**config.mk**
```make
export PLATFORM = sky130hd
export DESIGN_NAME = fft_frame_loader
export DESIGN_NICKNAME = d
export VERILOG_FILES = /design/src/rtl/fft_frame_loader.sv
export SDC_FILE = /design/constraint.sdc
export NUM_CORES = 1
export LEC_CHECK = 0
export ABC_AREA = 1
export CORE_ASPECT_RATIO = 1.2
export CORE_MARGIN = 3
export CORE_UTILIZATION = 38
export DETAILED_ROUTE_END_ITERATION = 10
export HOLD_SLACK_MARGIN = 0.12
export SLEW_MARGIN = 15
export SYNTH_ARGS = -nofsm -noshare
export SYNTH_HDL_FRONTEND = slang
export SYNTH_SLANG_ARGS = --single-unit
```
**constraint.sdc**
```tcl
create_clock -name clk -period 14.84 [get_ports clk]
set_clock_uncertainty 0.15 [all_clocks]
set_input_delay 2.968 -clock clk [delete_from_list [all_inputs] [get_ports clk]]
set_output_delay 2.968 -clock clk [all_outputs]
set_load 0.05 [all_outputs]
```
**src/rtl/fft_frame_loader.sv**
```systemverilog
// rtl/fft_frame_loader.sv - ping-pong loader turning a complex sample stream into parallel FFT frames
// Define FFT_LOADER_BITREV_EN to store samples at bit-reversed addresses; default is natural order.
module fft_frame_loader #(
  parameter int WIDTH = 32,
  parameter int N     = 8,
  parameter int LOG2N = 3
) (
  input  logic                    clk,
  input  logic                    rst,
  input  logic                    in_valid,
  output logic                    in_ready,
  input  logic                    in_first,
  input  logic signed [WIDTH-1:0] in_r,
  input  logic signed [WIDTH-1:0] in_i,
  output logic signed [WIDTH-1:0] frame_r [0:N-1],
  output logic signed [WIDTH-1:0] frame_i [0:N-1],
  output logic                    frame_valid,
  input  logic                    frame_ready,
  output logic [15:0]             frame_cnt,
  output logic                    resync_err
);

  typedef enum logic [1:0] {EMPTY = 2'd0, FILLING = 2'd1, FULL = 2'd2} bank_state_e;

  bank_state_e             state_q [0:1];
  bank_state_e             state_d [0:1];
  logic                    fill_q, fill_d;
  logic                    out_q, out_d;
  logic [LOG2N-1:0]        cnt_q, cnt_d;
  logic                    frame_valid_q, frame_valid_d;
  logic                    in_ready_q, in_ready_d;
  logic                    resync_err_q, resync_err_d;
  logic [15:0]             frame_cnt_q, frame_cnt_d;
  logic signed [WIDTH-1:0] mem_r_q [0:1][0:N-1];
  logic signed [WIDTH-1:0] mem_i_q [0:1][0:N-1];
  logic                    accept, xfer, resync;
  logic [LOG2N-1:0]        slot, wr_addr;

  function automatic logic [LOG2N-1:0] map_addr(input logic [LOG2N-1:0] c);
    logic [LOG2N-1:0] a;
`ifdef FFT_LOADER_BITREV_EN
    a = '0;
    for (int b = 0; b < LOG2N; b++) a[b] = c[LOG2N-1-b];
`else
    a = c;
`endif
    return a;
  endfunction

  always_comb begin
    accept        = in_valid && in_ready_q;
    xfer          = frame_valid_q && frame_ready;
    resync        = accept && in_first && (cnt_q != '0);
    slot          = resync ? '0 : cnt_q;
    wr_addr       = map_addr(slot);
    state_d[0]    = state_q[0];
    state_d[1]    = state_q[1];
    fill_d        = fill_q;
    out_d         = out_q;
    cnt_d         = cnt_q;
    frame_cnt_d   = frame_cnt_q;
    resync_err_d  = resync;
    if (xfer) begin
      state_d[out_q] = EMPTY;
      out_d          = ~out_q;
      frame_cnt_d    = frame_cnt_q + 16'd1;
    end
    if (accept) begin
      if (slot == LOG2N'(N-1)) begin
        state_d[fill_q] = FULL;
        cnt_d           = '0;
      end else begin
        state_d[fill_q] = FILLING;
        cnt_d           = slot + LOG2N'(1);
      end
    end
    // Filling only hops banks once the other one is free; with both FULL it waits for a transfer.
    if (state_d[fill_q] == FULL && state_d[~fill_q] == EMPTY) fill_d = ~fill_q;
    frame_valid_d = (state_d[out_d] == FULL);
    in_ready_d    = (state_d[0] != FULL) || (state_d[1] != FULL);
  end

  always_ff @(posedge clk) begin
    if (rst) begin
      state_q[0]    <= EMPTY;
      state_q[1]    <= EMPTY;
      fill_q        <= 1'b0;
      out_q         <= 1'b0;
      cnt_q         <= '0;
      frame_valid_q <= 1'b0;
      in_ready_q    <= 1'b1;
      resync_err_q  <= 1'b0;
      frame_cnt_q   <= 16'd0;
    end else begin
      state_q[0]    <= state_d[0];
      state_q[1]    <= state_d[1];
      fill_q        <= fill_d;
      out_q         <= out_d;
      cnt_q         <= cnt_d;
      frame_valid_q <= frame_valid_d;
      in_ready_q    <= in_ready_d;
      resync_err_q  <= resync_err_d;
      frame_cnt_q   <= frame_cnt_d;
    end
  end

  always_ff @(posedge clk) begin
    if (!rst && accept) begin
      mem_r_q[fill_q][wr_addr] <= in_r;
      mem_i_q[fill_q][wr_addr] <= in_i;
    end
  end

  always_comb begin
    for (int k = 0; k < N; k++) begin
      frame_r[k] = rst ? '0 : mem_r_q[out_q][k];
      frame_i[k] = rst ? '0 : mem_i_q[out_q][k];
    end
  end

  assign in_ready    = in_ready_q;
  assign frame_valid = frame_valid_q;
  assign frame_cnt   = frame_cnt_q;
  assign resync_err  = resync_err_q;

endmodule

```
==> run metrics, run 1 <==
run status=finished, final reports clean; Psw=1.46 mW; most frequent cell after synthesis=nor2_1; largest net degree at the start of global routing=276; hold path cells=2; Synth area leaders=edfxtp_1, nor2_1, o21ai_0; I/O Buffers=599; cell-internal power=4.81 mW; syn_nets=3033; Comb power frac=6.9%; Sequential Power Share=52.3%; switching part of the total power=23.3%; worst hold path type=flip-flop to flip-flop; Reg2Reg Setup Slack=11.30 ns; die area=108000 um2; Reg clk slew, reported paths=0.06 ns; Req. time, crit path=11.72 ns; Slew Limit Fails=0; initial drt markers=2391; Hold Vio Cnt, Final=0; grt peak-use layer=met2; area grow syn2layout=27.2%; row count=128; mapped cell area=39400 um2; Yosys cell types=28; DRC=0; VDD IR max=0.0921 mV; Routed WL=120000 um; io pins=600; Clk Latency, worst-skew pair=0.66 ns; crit-path max cell delay=0.88 ns; Reg-to-Reg Start=fill_q$_SDFFE_PP0P_; share of layout cells above drive strength 1=6.02%; DPL Wire Length=70900 um; critical path peak fanout=191; DR vias/cell=5.05; r2r endpoint=mem_i_q[1][115]$_DFFE_PP_; global routing usage on met3=4.67%; initial antenna violation count=3; Crit-path slowest cell=clkdlybuf4s50_1; CP Capture Type=primary output; vias in the first global route=24200; routability congestion estimate=0.800; H-tree depth=3; total global routing overflow=0; worst rel slew slack=24.5%; CTS Hold Bufs=0; Post-CTS Setup Bufs=0; post-cts resize count=0; overall global routing resource usage=21.6%; Setup crit start kind=input port; Post-Place Cell Area=46800 um2; simple-gate share of the synthesized area=11.4%; Min Clock Period, post-route=9.95 ns; cell area power density=125 nW/um2; Buf/Inv on CP=4; Core ar.=102000 um2; Overall Power=6.28 mW; CTS Root Cell=clkbuf_16; critical path's top delay family=buffers and inverters; Synth area leader=edfxtp_1; Nets=3606; Storage cell area=31300 um2; Sinks on Clock Net=1052; Post-Synth XOR/XNOR Area=0.0445%; critical path type=input port to primary output; CTS tree=yes; deepest clock path buffer count=3; Die Width=300 um; first-pass GRT wire length=171000 um; Post-Layout Inst Area=50100 um2; Cells after Synth=2960; met1 usage=26.9%; Worst Hold End=cnt_q[0]$_SDFFE_PP0N_; Detail Route Antenna Nets=0; area of the multi-input gates=7310 um2; Syn. warnings=0; WL per Instance=24.1 um; flops & latches, synth=1052; Tcrit/Tclk final=67.0%; most common cell type on the critical path=clkdlybuf4s50_1; Setup violations, final=0; drt first pass iters=6; register area share after synthesis=79.5%; Syn Area/Cell=13.3 um2; via count=25200; placed cell count=4791; TritonCTS Buffers=105; top-area cell type share of the netlist area=78.1%; mux contribution to synthesized area=0%; met2 global-route usage=37.0%; Post-synth EDFFs=1024; final non-filler cell total=4988; worst r2r path cells=3; measured slew at the worst slew-check pin=1.13 ns; Clk pwr share=40.8%; worst min-delay path startpoint=cnt_q[0]$_SDFFE_PP0N_; Synth async-reset ratio=0%; leakage=17.2 nW; setup_tns=0 ns; number of max-cap violations=0; critical path data arrival time=6.83 ns; Initial Util=38.5%; FILL cells=8926; Main synth FF type=edfxtp_1; largest family of logic cells by synthesized area=simple AND/OR/NAND/NOR gates; Synth Area in Adders=0.127%; Synth Area in Compound Gates=6.76%; RSZ-0062 raised after global routing=false; Post-synth top cells=nor2_1, edfxtp_1, o21ai_0; Die H=359 um; Min Hold Slack=0.344 ns; antenna cells=0; Fmax=101 MHz; crit-path cells=clkdlybuf4s50_1, inv_8, buf_4, o21ai_0, nor2_1, clkdlybuf4s50_1
registers in the layout, summed over array words and instances (netlist names), 3 cells and up:
register,flops
cnt_q,3
frame_cnt,16
mem_i_q,512
mem_r_q,512
state_q,4
metal layers:
layer / routed length, um / vias up
met2: 60300 / 860
met3: 8320 / 181
met4: 4620 / 0
met5: 0 / -
met1: 47000 / 12600
li1: - / 11600
worst max-delay path by stage:
stage	from	end	depth (start not counted)
2_1_floorplan	in_valid	mem_i_q[0][32]$_DFFE_PP_	7
3_3_place_gp	rst	frame_i[29]	6
3_5_place_dp	rst	frame_i[252]	6
4_1_cts	rst	frame_i[252]	6
5_1_grt	rst	frame_i[162]	6
6_report	rst	frame_i[35]	6
worst min-delay path, delay by kind of cell (launching register included):
kind / cells / cell delay, ns
flip-flops: 1 / 0.32
AND/OR/NAND/NOR: 2 / 0.13
cells in the final DEF (no fill, tap or decap), types with 2 or more instances in the layout:
cell type,n
a21oi_1,9
buf_4,38
bufinv_16,7
clkbuf_1,12
clkbuf_16,105
clkdlybuf4s50_1,599
clkinv_1,35
clkinv_16,2
clkinv_2,19
clkinv_4,3
clkinvlp_4,10
dfxtp_1,27
edfxtp_1,1024
ha_1,4
inv_1,27
inv_6,3
nand2_1,57
nand3_1,15
nand3_2,3
nand4_1,7
nor2_1,1061
nor2_4,13
nor3_1,2
nor3_2,4
o21ai_0,522
layout make-up:
| class | instances | share of cell area, % |
|---|---|---|
| Clock buffer | 117 | 5.33 |
| Clock inverter | 80 | 1.26 |
| Inverter | 30 | 0.292 |
| Multi-Input combinational cell | 1705 | 14.6 |
| Sequential cell | 1052 | 62.5 |
| Tap cell | 1365 | 3.41 |
| Timing Repair Buffer | 639 | 12.6 |
through the flow:
stage | util [%] | setup WS [ns]
final | 49.0 | 4.89
after CTS | 49.0 | 4.95
after detailed placement | 45.8 | 4.93
after floorplan | - | 6.25
after global routing | 49.0 | 4.69
after global placement | 45.8 | 4.98
power by group through the flow:
stage | logic, mW | clock network, mW | registers (mW)
after floorplan | 0.228 | 0 | 3.35
after global placement | 0.434 | 0 | 3.35
after detailed placement | 0.437 | 0 | 3.35
after CTS | 0.438 | 2.61 | 3.29
after global routing | 0.454 | 2.73 | 3.29
final | 0.433 | 2.56 | 3.29
kinds of logic (layout without fill, tap and decap cells):
family / after synthesis / count (layout)
DFF: 1052 / 1052
AOI/OAI and AO/OA: 532 / 532
adders and majority gates: 4 / 4
buffers and inverters: 203 / 866
and+or+nand+nor: 1167 / 1167
xor gates and xnor gates: 2 / 2
Note: power is estimated with default switching activity, not from simulation.
==> run 2: changes to the inputs <==
Clock period 14.84 ns to 9.9 ns, I/O delays scaled along.
==> run metrics, run 2 (same netlist as run 1, synthesis figures left out) <==
Crit-path slowest cell=clkdlybuf4s50_1; crit-path cells=clkdlybuf4s50_1, inv_8, buf_12, o21ai_0, nor2_1, clkdlybuf4s50_1; Buf/Inv on CP=4; deepest clock path buffer count=3; Setup violations, final=0; io pins=600; largest net degree at the start of global routing=297; Die H=359 um; WP depth=6; WL per Instance=23.8 um; measured slew at the worst slew-check pin=1.52 ns; Nets=3604; most common cell type on the critical path=clkdlybuf4s50_1; TritonCTS Buffers=107; worst setup margin=2.19 ns; Initial Util=38.5%; critical path's top delay family=buffers and inverters; row count=128; crit-path max cell delay=0.92 ns; Placement Setup Slack=2.20 ns; Hold Vio Cnt, Final=0; drt first pass iters=5; routability congestion estimate=0.799; failing checks=slew limit; cell area power density=187 nW/um2; H-tree depth=3; CP Capture Type=primary output; DPL Wire Length=69200 um; Detail Route Antenna Nets=0; area grow syn2layout=27.3%; Die Width=300 um; run status=finished, violations left; vias in the first global route=23800; most common cell after layout, fill and taps aside=nor2_1; Fmax=130 MHz; initial antenna violation count=5; Post-CTS Setup Bufs=0; critical path type=input port to primary output; Min Clock Period, post-route=7.71 ns; die area=108000 um2; CTS Hold Bufs=0; Core ar.=102000 um2; RSZ-0062 raised after global routing=false; critical path data arrival time=5.58 ns; worst hold path type=flip-flop to flip-flop; Req. time, crit path=7.77 ns; overall global routing resource usage=21.3%; via count=25100; share of layout cells above drive strength 1=5.78%; number of max-cap violations=0; Setup crit start kind=input port; first-pass GRT wire length=169000 um; CTS tree=yes; Tcrit/Tclk final=77.9%; leakage=17.3 nW; DR vias/cell=5.04; worst rel slew slack=-1.53%; I/O Buffers=599; CTS Root Cell=clkbuf_16; Min Hold Slack=0.335 ns; Sinks on Clock Net=1052; worst r2r path cells=3; Clk Latency, worst-skew pair=0.66 ns; Slew Limit Fails=40; setup_tns=0 ns; post-cts resize count=0; most frequent cells in the layout=nor2_1, edfxtp_1, clkdlybuf4s50_1; DRC=0; hold path cells=2; initial drt markers=2255; Reg clk slew, reported paths=0.06 ns; critical path peak fanout=173; VDD IR max=0.166 mV; Routed WL=119000 um; total global routing overflow=0
[run 2: changes by cell type in the layout (fill, tap and decap cells not counted), moves of 2 or more]
cell	previous run	this run
clkbuf_1	12	27
clkinv_1	35	23
buf_4	38	30
clkbuf_8	0	3
bufinv_16	7	4
buf_16	0	2
buf_12	1	4
clkbuf_16	105	108
clkinvlp_4	10	2
[run 2: worst paths after layout]
kind | to | slack (ns) | start
max | frame_r[184] | 2.19 | rst
max reg2reg | mem_i_q[1][81]$_DFFE_PP_ | 6.27 | fill_q$_SDFFE_PP0P_
min | cnt_q[0]$_SDFFE_PP0N_ | 0.34 | cnt_q[0]$_SDFFE_PP0N_
min reg2reg | cnt_q[0]$_SDFFE_PP0N_ | 0.34 | cnt_q[0]$_SDFFE_PP0N_
[run 2: worst register-to-register path: cells and delay by family (launching register included)]
kind	cells	cell delay, ns
flip-flops	1	0.91
AND/OR/NAND/NOR	1	0.95
buffers and inverters	2	1.19
[run 2: where the power goes]
part	total, mW	switching (mW)	internal [mW]
sequential	4.93	0.00589	4.92
clock	3.81	1.68	2.13
combinational	0.652	0.486	0.166
total	9.39	2.17	7.22
[run 2: cell type report]
cell class                 instances  area [um2]
multi-input combinational       1705        7310
inverter                          30         146
clock inverter                    57         425
sequential                      1052       31300
clock buffer                     138        2850
timing repair buffer             635        6360
fill                            8947       52100
antenna                            1        2.50
tap                             1365        1710
[run 2: layer usage]
metal | share of wire (%) | track usage, % | vias up
met2 | 49 | 35.6 | 835
met5 | 0 | 0 | -
met1 | 41 | 27.7 | 12600
met3 | 7.2 | 4.93 | 152
met4 | 3.0 | 6.54 | 0
li1 | - | - | 11600
[run 2: stage by stage]
stage                     cells  power (mW)  instance area (um2)  utilization [%]
after floorplan            2960        5.36                39400                -
after global placement     4785        5.67                46800             45.8
after detailed placement   4787        5.68                46800             45.8
after CTS                  4982        9.48                50100             49.0
after global routing       4982        9.68                50100             49.0
final                      4983        9.39                50100             49.0
==> run 3: changes to the inputs <==
Clock period 9.9 ns to 7.28 ns, I/O delays scaled along.
==> run metrics, run 3 (same netlist as run 1, synthesis figures left out) <==
measured slew at the worst slew-check pin=1.71 ns; WL per Instance=24.0 um; Post-Layout Inst Area=50300 um2; met1 usage=27.2%; Overall Power=12.8 mW; Buf/Inv on CP=4; first-pass GRT wire length=171000 um; Initial Util=38.5%; grt peak-use layer=met2; CTS Root Cell=clkbuf_16; Reg-to-Reg Start=fill_q$_SDFFE_PP0P_; deepest clock path buffer count=3; worst rel slew slack=-13.8%; Min Hold Slack=0.349 ns; TritonCTS Buffers=103; via count=25200; most frequent cells in the layout=nor2_1, edfxtp_1, clkdlybuf4s50_1; DR vias/cell=5.07; RSZ-0062 raised after global routing=false; Placement Setup Slack=0.984 ns; routability congestion estimate=0.802; Reg2Reg Setup Slack=3.97 ns; WP depth=6; io pins=600; Routed WL=120000 um; vias in the first global route=24500; CTS Hold Bufs=0; Setup crit end=frame_i[104]; row count=128; H-tree depth=3; Hold Vio Cnt, Final=0; failing checks=slew limit; Crit-path slowest cell=clkdlybuf4s50_1; Nets=3605; VDD IR max=0.202 mV; Min Clock Period, post-route=6.25 ns; DPL Wire Length=71600 um; critical path type=input port to primary output; run status=finished, violations left; Setup violations, final=0; CTS tree=yes; worst r2r path cells=3; Post-Place Cell Area=47000 um2; largest net degree at the start of global routing=329; Detail Route Antenna Nets=0; initial drt markers=2264; most common cell after layout, fill and taps aside=nor2_1; met2 global-route usage=37.4%; area grow syn2layout=27.7%; critical path peak fanout=121; die area=108000 um2; Setup crit start kind=input port; crit-path max cell delay=0.87 ns; Clk Latency, worst-skew pair=0.66 ns; Worst setup startpoint=rst; total global routing overflow=0; drt first pass iters=5; Req. time, crit path=5.67 ns; worst hold path type=flip-flop to flip-flop; Core ar.=102000 um2; crit-path cells=clkdlybuf4s50_1, inv_8, buf_12, o21ai_0, nor2_1, clkdlybuf4s50_1; critical path data arrival time=4.64 ns; Sinks on Clock Net=1052; I/O Buffers=599; r2r endpoint=mem_i_q[1][93]$_DFFE_PP_; Fmax=160 MHz; antenna cells=0; overall global routing resource usage=21.6%; Post-CTS Setup Bufs=0; Reg clk slew, reported paths=0.06 ns; CP Capture Type=primary output; share of layout cells above drive strength 1=6.14%; most common cell type on the critical path=clkdlybuf4s50_1; initial antenna violation count=4; Slew Limit Fails=144; worst setup margin=1.03 ns; DRC=0; Tcrit/Tclk final=85.8%; Die Width=300 um; Die H=359 um; leakage=17.3 nW; critical path's top delay family=buffers and inverters; global routing usage on met3=4.34%; number of max-cap violations=0; post-cts resize count=0; setup_tns=0 ns; FILL cells=8906; cell area power density=254 nW/um2
run 3: cell type report:
class | count | area (um2) | share of cell area [%]
Inverter | 30 | 146 | 0.291
Clock buffer | 123 | 2720 | 5.40
Multi-Input combinational cell | 1705 | 7310 | 14.5
Timing Repair Buffer | 640 | 6510 | 12.9
Tap cell | 1365 | 1710 | 3.40
Clock inverter | 67 | 586 | 1.16
Sequential cell | 1052 | 31300 | 62.3
run 3: layer usage:
metal | wire length (um) | vias to the layer above
met2 | 60600 | 852
met1 | 47300 | 12600
met4 | 4190 | 0
met3 | 7560 | 182
met5 | 0 | -
li1 | - | 11600
run 3: worst min-delay path by stage:
stage / from / endpoint / slack, ns / cells after the start
global placement: cnt_q[0]$_SDFFE_PP0N_ / cnt_q[0]$_SDFFE_PP0N_ / 0.33 / 2
floorplan: cnt_q[0]$_SDFFE_PP0N_ / cnt_q[0]$_SDFFE_PP0N_ / 0.31 / 2
global route: frame_cnt[15]$_SDFFE_PP0N_ / frame_cnt[15]$_SDFFE_PP0N_ / 0.39 / 2
detailed placement: cnt_q[0]$_SDFFE_PP0N_ / cnt_q[0]$_SDFFE_PP0N_ / 0.34 / 2
CTS: cnt_q[0]$_SDFFE_PP0N_ / cnt_q[0]$_SDFFE_PP0N_ / 0.35 / 2
finish: cnt_q[0]$_SDFFE_PP0N_ / cnt_q[0]$_SDFFE_PP0N_ / 0.35 / 2
run 3: where the power goes:
part | total, mW | switching (mW) | leakage [nW] | internal (mW)
clock network | 5.22 | 2.29 | 1.60 | 2.92
logic | 0.886 | 0.659 | 6.25 | 0.227
registers | 6.70 | 0.00833 | 9.45 | 6.69
total | 12.8 | 2.96 | 17.3 | 9.84
run 3: worst register-to-register path, stage by stage, from the launching register on:
cell,delay [ns]
dfxtp_1,0.88
inv_2,0.36
nor2_4,0.87
buf_4,0.62
run 3: metrics by stage:
stage	utilization, %	cells
floorplan	-	2960
global placement	45.9	4790
detailed placement	46.0	4792
CTS	49.2	4982
global route	49.2	4982
finish	49.2	4982
